### src/rtl/ram_bist_pkg.sv
// Shared types and helpers for the RAM BIST controller: FSM state encoding,
// default widths and the expected-data pattern generator.
package ram_bist_pkg;

    localparam int DEF_ADDR_W = 10;
    localparam int DEF_DATA_W = 8;
    localparam int DEF_DEPTH  = 1024;

    typedef enum logic [2:0] {
        ST_IDLE,
        ST_WRITE,
        ST_READ,
        ST_DRAIN,
        ST_DONE
    } state_t;

    // Callers truncate the result to their data width, which gives the mod 2^DATA_W.
    function automatic logic [31:0] exp_pattern(input logic [31:0] addr, input logic [31:0] seed);
        return (addr << 1) + seed;
    endfunction

endpackage

### src/rtl/ram_bist_cmp.sv
// Read-data checker for the RAM BIST: registered compare, mismatch counter,
// first-failure capture and final pass flag.
module ram_bist_cmp #(
    parameter int ADDR_W = 10,
    parameter int DATA_W = 8
) (
    input  logic              i_clk,
    input  logic              i_rst_n,
    input  logic              i_clear,
    input  logic              i_en,
    input  logic              i_finish,
    input  logic [ADDR_W-1:0] i_addr,
    input  logic [DATA_W-1:0] i_exp,
    input  logic [DATA_W-1:0] i_rdata,
    output logic              o_pass,
    output logic [ADDR_W:0]   o_err_count,
    output logic [ADDR_W-1:0] o_fail_addr,
    output logic [DATA_W-1:0] o_fail_data
);

    logic              r_pass;
    logic [ADDR_W:0]   r_err_count;
    logic [ADDR_W-1:0] r_fail_addr;
    logic [DATA_W-1:0] r_fail_data;
    logic              w_mismatch;

    assign w_mismatch = i_en && (i_rdata != i_exp);

    always_ff @(posedge i_clk or negedge i_rst_n) begin
        if (!i_rst_n) begin
            r_pass      <= 1'b0;
            r_err_count <= '0;
            r_fail_addr <= '0;
            r_fail_data <= '0;
        end else if (i_clear) begin
            r_pass      <= 1'b0;
            r_err_count <= '0;
            r_fail_addr <= '0;
            r_fail_data <= '0;
        end else begin
            if (w_mismatch) begin
                r_err_count <= r_err_count + 1'b1;
                // Capture address and data only while the error count is still zero.
                if (r_err_count == '0) begin
                    r_fail_addr <= i_addr;
                    r_fail_data <= i_rdata;
                end
            end
            // The last compare lands on the same edge, so fold it in here.
            if (i_finish) begin
                r_pass <= (r_err_count == '0) && !w_mismatch;
            end
        end
    end

    assign o_pass      = r_pass;
    assign o_err_count = r_err_count;
    assign o_fail_addr = r_fail_addr;
    assign o_fail_data = r_fail_data;

endmodule

### src/rtl/ram_bist_ctrl.sv
// RAM BIST initiator: fills the RAM with a seeded pattern, reads it back through
// a one-deep read pipeline and reports pass/fail via the compare sub-module.
module ram_bist_ctrl
    import ram_bist_pkg::*;
#(
    parameter int ADDR_W = DEF_ADDR_W,
    parameter int DATA_W = DEF_DATA_W,
    parameter int DEPTH  = DEF_DEPTH
) (
    input  logic              clk,
    input  logic              rst_n,
    input  logic              start,
    input  logic [DATA_W-1:0] seed,
    output logic [ADDR_W-1:0] mem_addr,
    output logic [DATA_W-1:0] mem_wdata,
    input  logic [DATA_W-1:0] mem_rdata,
    output logic              mem_cs,
    output logic              mem_wr,
    output logic              mem_rd,
    output logic              busy,
    output logic              done,
    output logic              pass,
    output logic [ADDR_W:0]   err_count,
    output logic [ADDR_W-1:0] fail_addr,
    output logic [DATA_W-1:0] fail_data
);

    localparam logic [ADDR_W-1:0] LAST_ADDR = ADDR_W'(DEPTH - 1);

    state_t            r_state;
    logic [DATA_W-1:0] r_seed;
    logic [ADDR_W-1:0] r_addr;
    logic [DATA_W-1:0] r_wdata;
    logic              r_cs;
    logic              r_wr;
    logic              r_rd;
    logic              r_busy;
    logic              r_done;
    logic              r_rd_pend;
    logic [ADDR_W-1:0] r_cmp_addr;

    logic              w_start_acc;
    logic [DATA_W-1:0] w_exp_cmp;

    assign w_start_acc = (r_state == ST_IDLE) && start;
    assign w_exp_cmp   = DATA_W'(exp_pattern(32'(r_cmp_addr), 32'(r_seed)));

    always_ff @(posedge clk or negedge rst_n) begin
        if (!rst_n) begin
            r_state    <= ST_IDLE;
            r_seed     <= '0;
            r_addr     <= '0;
            r_wdata    <= '0;
            r_cs       <= 1'b0;
            r_wr       <= 1'b0;
            r_rd       <= 1'b0;
            r_busy     <= 1'b0;
            r_done     <= 1'b0;
            r_rd_pend  <= 1'b0;
            r_cmp_addr <= '0;
        end else begin
            r_done     <= 1'b0;
            // Read data returns one cycle after the request; remember what it was for.
            r_rd_pend  <= (r_state == ST_READ);
            r_cmp_addr <= r_addr;
            case (r_state)
                ST_IDLE: begin
                    if (start) begin
                        r_state <= ST_WRITE;
                        r_seed  <= seed;
                        r_addr  <= '0;
                        r_wdata <= DATA_W'(exp_pattern(32'd0, 32'(seed)));
                        r_cs    <= 1'b1;
                        r_wr    <= 1'b1;
                        r_busy  <= 1'b1;
                    end
                end
                ST_WRITE: begin
                    if (r_addr == LAST_ADDR) begin
                        r_state <= ST_READ;
                        r_addr  <= '0;
                        r_wdata <= '0;
                        r_wr    <= 1'b0;
                        r_rd    <= 1'b1;
                    end else begin
                        r_addr  <= r_addr + 1'b1;
                        r_wdata <= DATA_W'(exp_pattern(32'(r_addr + 1'b1), 32'(r_seed)));
                    end
                end
                ST_READ: begin
                    if (r_addr == LAST_ADDR) begin
                        r_state <= ST_DRAIN;
                        r_addr  <= '0;
                        r_cs    <= 1'b0;
                        r_rd    <= 1'b0;
                    end else begin
                        r_addr  <= r_addr + 1'b1;
                    end
                end
                ST_DRAIN: begin
                    r_state <= ST_DONE;
                    r_busy  <= 1'b0;
                    r_done  <= 1'b1;
                end
                ST_DONE: begin
                    r_state <= ST_IDLE;
                end
                default: begin
                    r_state <= ST_IDLE;
                end
            endcase
        end
    end

    ram_bist_cmp #(
        .ADDR_W (ADDR_W),
        .DATA_W (DATA_W)
    ) u_cmp (
        .i_clk       (clk),
        .i_rst_n     (rst_n),
        .i_clear     (w_start_acc),
        .i_en        (r_rd_pend),
        .i_finish    (r_state == ST_DRAIN),
        .i_addr      (r_cmp_addr),
        .i_exp       (w_exp_cmp),
        .i_rdata     (mem_rdata),
        .o_pass      (pass),
        .o_err_count (err_count),
        .o_fail_addr (fail_addr),
        .o_fail_data (fail_data)
    );

    assign mem_addr  = r_addr;
    assign mem_wdata = r_wdata;
    assign mem_cs    = r_cs;
    assign mem_wr    = r_wr;
    assign mem_rd    = r_rd;
    assign busy      = r_busy;
    assign done      = r_done;

endmodule

### config.mk
export PLATFORM = sky130hd
export DESIGN_NAME = ram_bist_ctrl
export DESIGN_NICKNAME = d
export VERILOG_FILES = /design/src/rtl/ram_bist_pkg.sv /design/src/rtl/ram_bist_cmp.sv /design/src/rtl/ram_bist_ctrl.sv
export SDC_FILE = /design/constraint.sdc
export NUM_CORES = 1
export LEC_CHECK = 0
export BUFFER_PORTS_ARGS = -buffer_cell sky130_fd_sc_hd__buf_2
export CAP_MARGIN = 40
export CORE_ASPECT_RATIO = 1.75
export CORE_MARGIN = 2
export CORE_UTILIZATION = 55
export CTS_CLUSTER_DIAMETER = 200
export DETAILED_ROUTE_END_ITERATION = 6
export GPL_ROUTABILITY_DRIVEN = 1
export PLACE_DENSITY = 0.76
export SKIP_LAST_GASP = 1
export SLEW_MARGIN = 20
export SYNTH_ARGS = -nofsm -noshare
export SYNTH_HDL_FRONTEND = slang
export SYNTH_SLANG_ARGS = --single-unit
export TNS_END_PERCENT = 30
### constraint.sdc
create_clock -name clk -period 4.5 [get_ports clk]
set_clock_uncertainty 0.15 [all_clocks]
set_input_delay 0.675 -clock clk [delete_from_list [all_inputs] [get_ports clk]]
set_output_delay 0.675 -clock clk [all_outputs]
set_load 0.005 [all_outputs]
==> summary.md <==
| Metric | Value |
|---|---|
| Critical path depth | `10` |
| Worst setup margin | `1.37 ns` |
| Seq/Total Area, Yosys | `0.507` |
| Crit path largest cell delay | `0.55 ns` |
| Power Density | `544 nW/um^2` |
| Reg2Reg Setup Slack | `1.37 ns` |
| Max cap viols | `0` |
| Die area | `7430 um^2` |
| Setup Buffers After CTS | `0` |
| Synth Register Bits | `75` |
| H-tree depth reported by CTS | `3` |
| Worst path required time | `4.60 ns` |
| Main combinational cell family by area after synthesis | `simple AND/OR/NAND/NOR gates` |
| Final period util | `0.695` |
| GRT met3 Usage | `0.0401` |
| Hold_buf cts | `0` |
| GRT overflow | `0` |
| Synth Instances | `385` |
| Fin. Hold Viols | `0` |
| Share of cells above drive strength 1 | `0.216` |
| Crit-path cells | `ha_1 > fa_1 > xnor2_1 > xnor2_1 > nor4_1 > nand3_1 > o211ai_2 > buf_8 > nand3_1 > o21ai_0` |
| Crit path time final | `3.13 ns` |
| First-pass GRT wire length | `14.4 mm` |
| Largest delay share family, worst path | `compound AO/OA/AOI/OAI gates` |
| Worst-path clk slew | `0.06 ns` |
| Post-Synth XOR/XNOR Area | `0.0591` |
| FFs w/ async S/R, synth | `1.00` |
| DP Worst Slack | `1.46 ns` |
| IO buf count | `71` |
| Rows | `39` |
| Simple-gate share of the synthesized area | `0.202` |
| Initial antenna violation count | `0` |
| CTS tree | `done` |
| Pleak | `0.00227 uW` |
| Detailed Route WL | `8.72 mm` |
| Reg2reg start | `r_seed[1]` |
| M2 GR Usage | `0.424` |
| Core ar. | `6540 um^2` |
| Hold Slack | `0.167 ns` |
| RD Place Congestion | `0.845` |
| Vias in the first global route | `3087` |
| # setup viols final | `0` |
| FF-to-FF path depth | `10` |
| Mean area per synthesized cell | `9.62 um^2` |
| Setup crit end kind | `flop` |
| Final ANT Viol Nets | `0` |
| R2r endpoint | `u_cmp.o_fail_addr[2]` |
| Most frequent cells in the layout | `77 x nand2_1, 75 x dfrtp_1, 71 x buf_2` |
| RSZ-0062 raised after global routing | `false` |
| Post-Synth Adder-Cell Area | `0.0615` |
| IO Pins | `72` |
| Synth Area in Compound Gates | `0.137` |
| CTS sink cnt | `75` |
| Clock buffer depth | `2` |
| Pins Over Slew Limit | `0` |
| Vias | `3106` |
| Max_slew headroom | `0.573` |
| Largest net degree at the start of global routing | `63` |
| CP Class | `flop to flop` |
| Clock Latency Late Sink | `0.34 ns` |
| Met1 usage | `0.306` |
| DR pass1 iterations | `4` |
| Critical path data arrival time | `3.23 ns` |
| Post-Syn Area | `3700 um^2` |
| Post-CTS sizing | `0` |
| Global Route Usage Sum | `0.252` |
| CTS Buf Count | `9` |
| Commonest non-fill, non-tap cell in the layout | `nand2_1` |
| Nets | `490` |
| Yosys warns | `0` |
| Slew of the pin with the lowest slew margin | `0.639 ns` |
| DR WL/cell | `16.1 um` |
| Hold Crit Class | `input pin to async pin` |
| Ant. Diodes | `0` |
| Fmax | `320 MHz` |
| Post-Route Setup TNS | `0 ns` |
| Post-synth net total | `421` |
| Post-synth EDFFs | `0` |
| Die Ht | `113 um` |
| Filler cell count | `530` |
| Mux cell area share after synthesis | `0.00541` |
| Layout area overhead | `21.1%` |
| Die Wd | `66.0 um` |
| Buf/Inv on CP | `1` |
| Status | `completed` |
| Slowest-stage cell, CP | `o211ai_2` |
| VDD IR max | `457 uV` |
| Netlist cell types | `44` |
| Starting DRT DRC Count | `259` |
| Starting Density | `0.566` |
| Clk root buf | `clkbuf_16` |
| Dpl hpwl | `6.09 mm` |
| GR peak layer | `met2` |
| Crit path max fanout | `23` |
| CP Launch Type | `flop` |
| Routed vias/inst | `5.74` |
| Ys flop type | `dfrtp_1` |
| DRC | `0` |
cell families (layout without fill, tap and decap cells):
group	count (synthesis)	count (layout)
xor+xnor	25	25
mux	2	2
flops	75	75
compound gates	85	85
fa+ha+maj	17	17
simple gates	155	155
buf+inv	26	100
final cells by class:
cell class	count	area, um^2	area share
clock inverter	5	75.1	0.0168
inverter	7	26.3	0.00586
multi-input combinational	284	1720	0.384
clock buffer	11	253	0.0564
sequential	75	1880	0.419
timing repair buffer	77	428	0.0955
tap	82	103	0.0229
worst reg2reg max path: stages, from the launching register on:
cell and delay, ns:
dfrtp_1 0.40, ha_1 0.24, fa_1 0.42, xnor2_1 0.24, xnor2_1 0.09, nor4_1 0.29
nand3_1 0.22, o211ai_2 0.55, buf_8 0.24, nand3_1 0.10, o21ai_0 0.11
power by group:
part	switching [uW]	total, uW	internal [uW]
combinational	381	738	357
sequential	127	918	791
clock	272	785	512
Yosys cell counts (all sizes together) (2+ instances only):
cell type  count  area share
a21o           4      0.0081
a21oi         21       0.028
a31oi          6       0.010
a32o           2      0.0054
and3           4      0.0068
buf            5      0.0071
clkbuf        14       0.014
dfrtp         75        0.51
fa             2       0.011
ha            15       0.051
inv            7      0.0071
mux2i          2      0.0054
nand2         77       0.078
nand2b         5      0.0084
nand3         31       0.042
nand3b         2      0.0041
nand4          6       0.012
nor2          10       0.011
nor3           2      0.0027
nor3b          2      0.0041
nor4           4      0.0068
o211ai         5       0.011
o21ai         35       0.047
o21bai         3      0.0061
o31ai          3      0.0061
o41ai          2      0.0047
or3            3      0.0051
or4            4      0.0081
xnor2         15       0.035
xor2          10       0.024
registers in the layout, indices dropped and copies added, names as in the netlist:
name and cells:
mem_addr 10, r_cmp_addr 10, mem_cs 1, mem_wdata 8, u_cmp.o_err_count 11, r_state 3, u_cmp.o_pass 1, r_rd_pend 1
u_cmp.o_fail_data 8, r_seed 8, mem_wr 1, mem_rd 1, u_cmp.o_fail_addr 10, done 1, busy 1
stage by stage:
step / total power [uW] / utilization / cells / area [um^2]
after CTS: 2440 / 0.685 / 541 / 4480
final: 2440 / 0.685 / 541 / 4480
after detailed placement: 1650 / 0.635 / 525 / 4150
after global placement: 1620 / 0.629 / 523 / 4110
after floorplan: 1420 / - / 385 / 3700
after global routing: 2570 / 0.685 / 541 / 4480
layer usage:
| layer | vias to the layer above | share of wire |
|---|---|---|
| li1 | 1491 | - |
| met1 | 1508 | 0.41 |
| met2 | 87 | 0.52 |
| met3 | 20 | 0.042 |
| met4 | 0 | 0.027 |
| met5 | - | 0 |
how the worst max path moves through the flow:
stage	from	endpoint	slack (ns)
finish	r_seed[1]	u_cmp.o_fail_addr[2]	1.37
global route	r_seed[1]	u_cmp.o_fail_data[7]	1.14
CTS	r_seed[1]	u_cmp.o_fail_addr[2]	1.39
detailed placement	r_seed[1]	u_cmp.o_fail_data[7]	1.46
global placement	r_seed[1]	u_cmp.o_fail_addr[9]	1.31
floorplan	r_seed[1]	u_cmp.o_fail_addr[7]	1.85
Note: power is estimated with default switching activity, not from simulation.
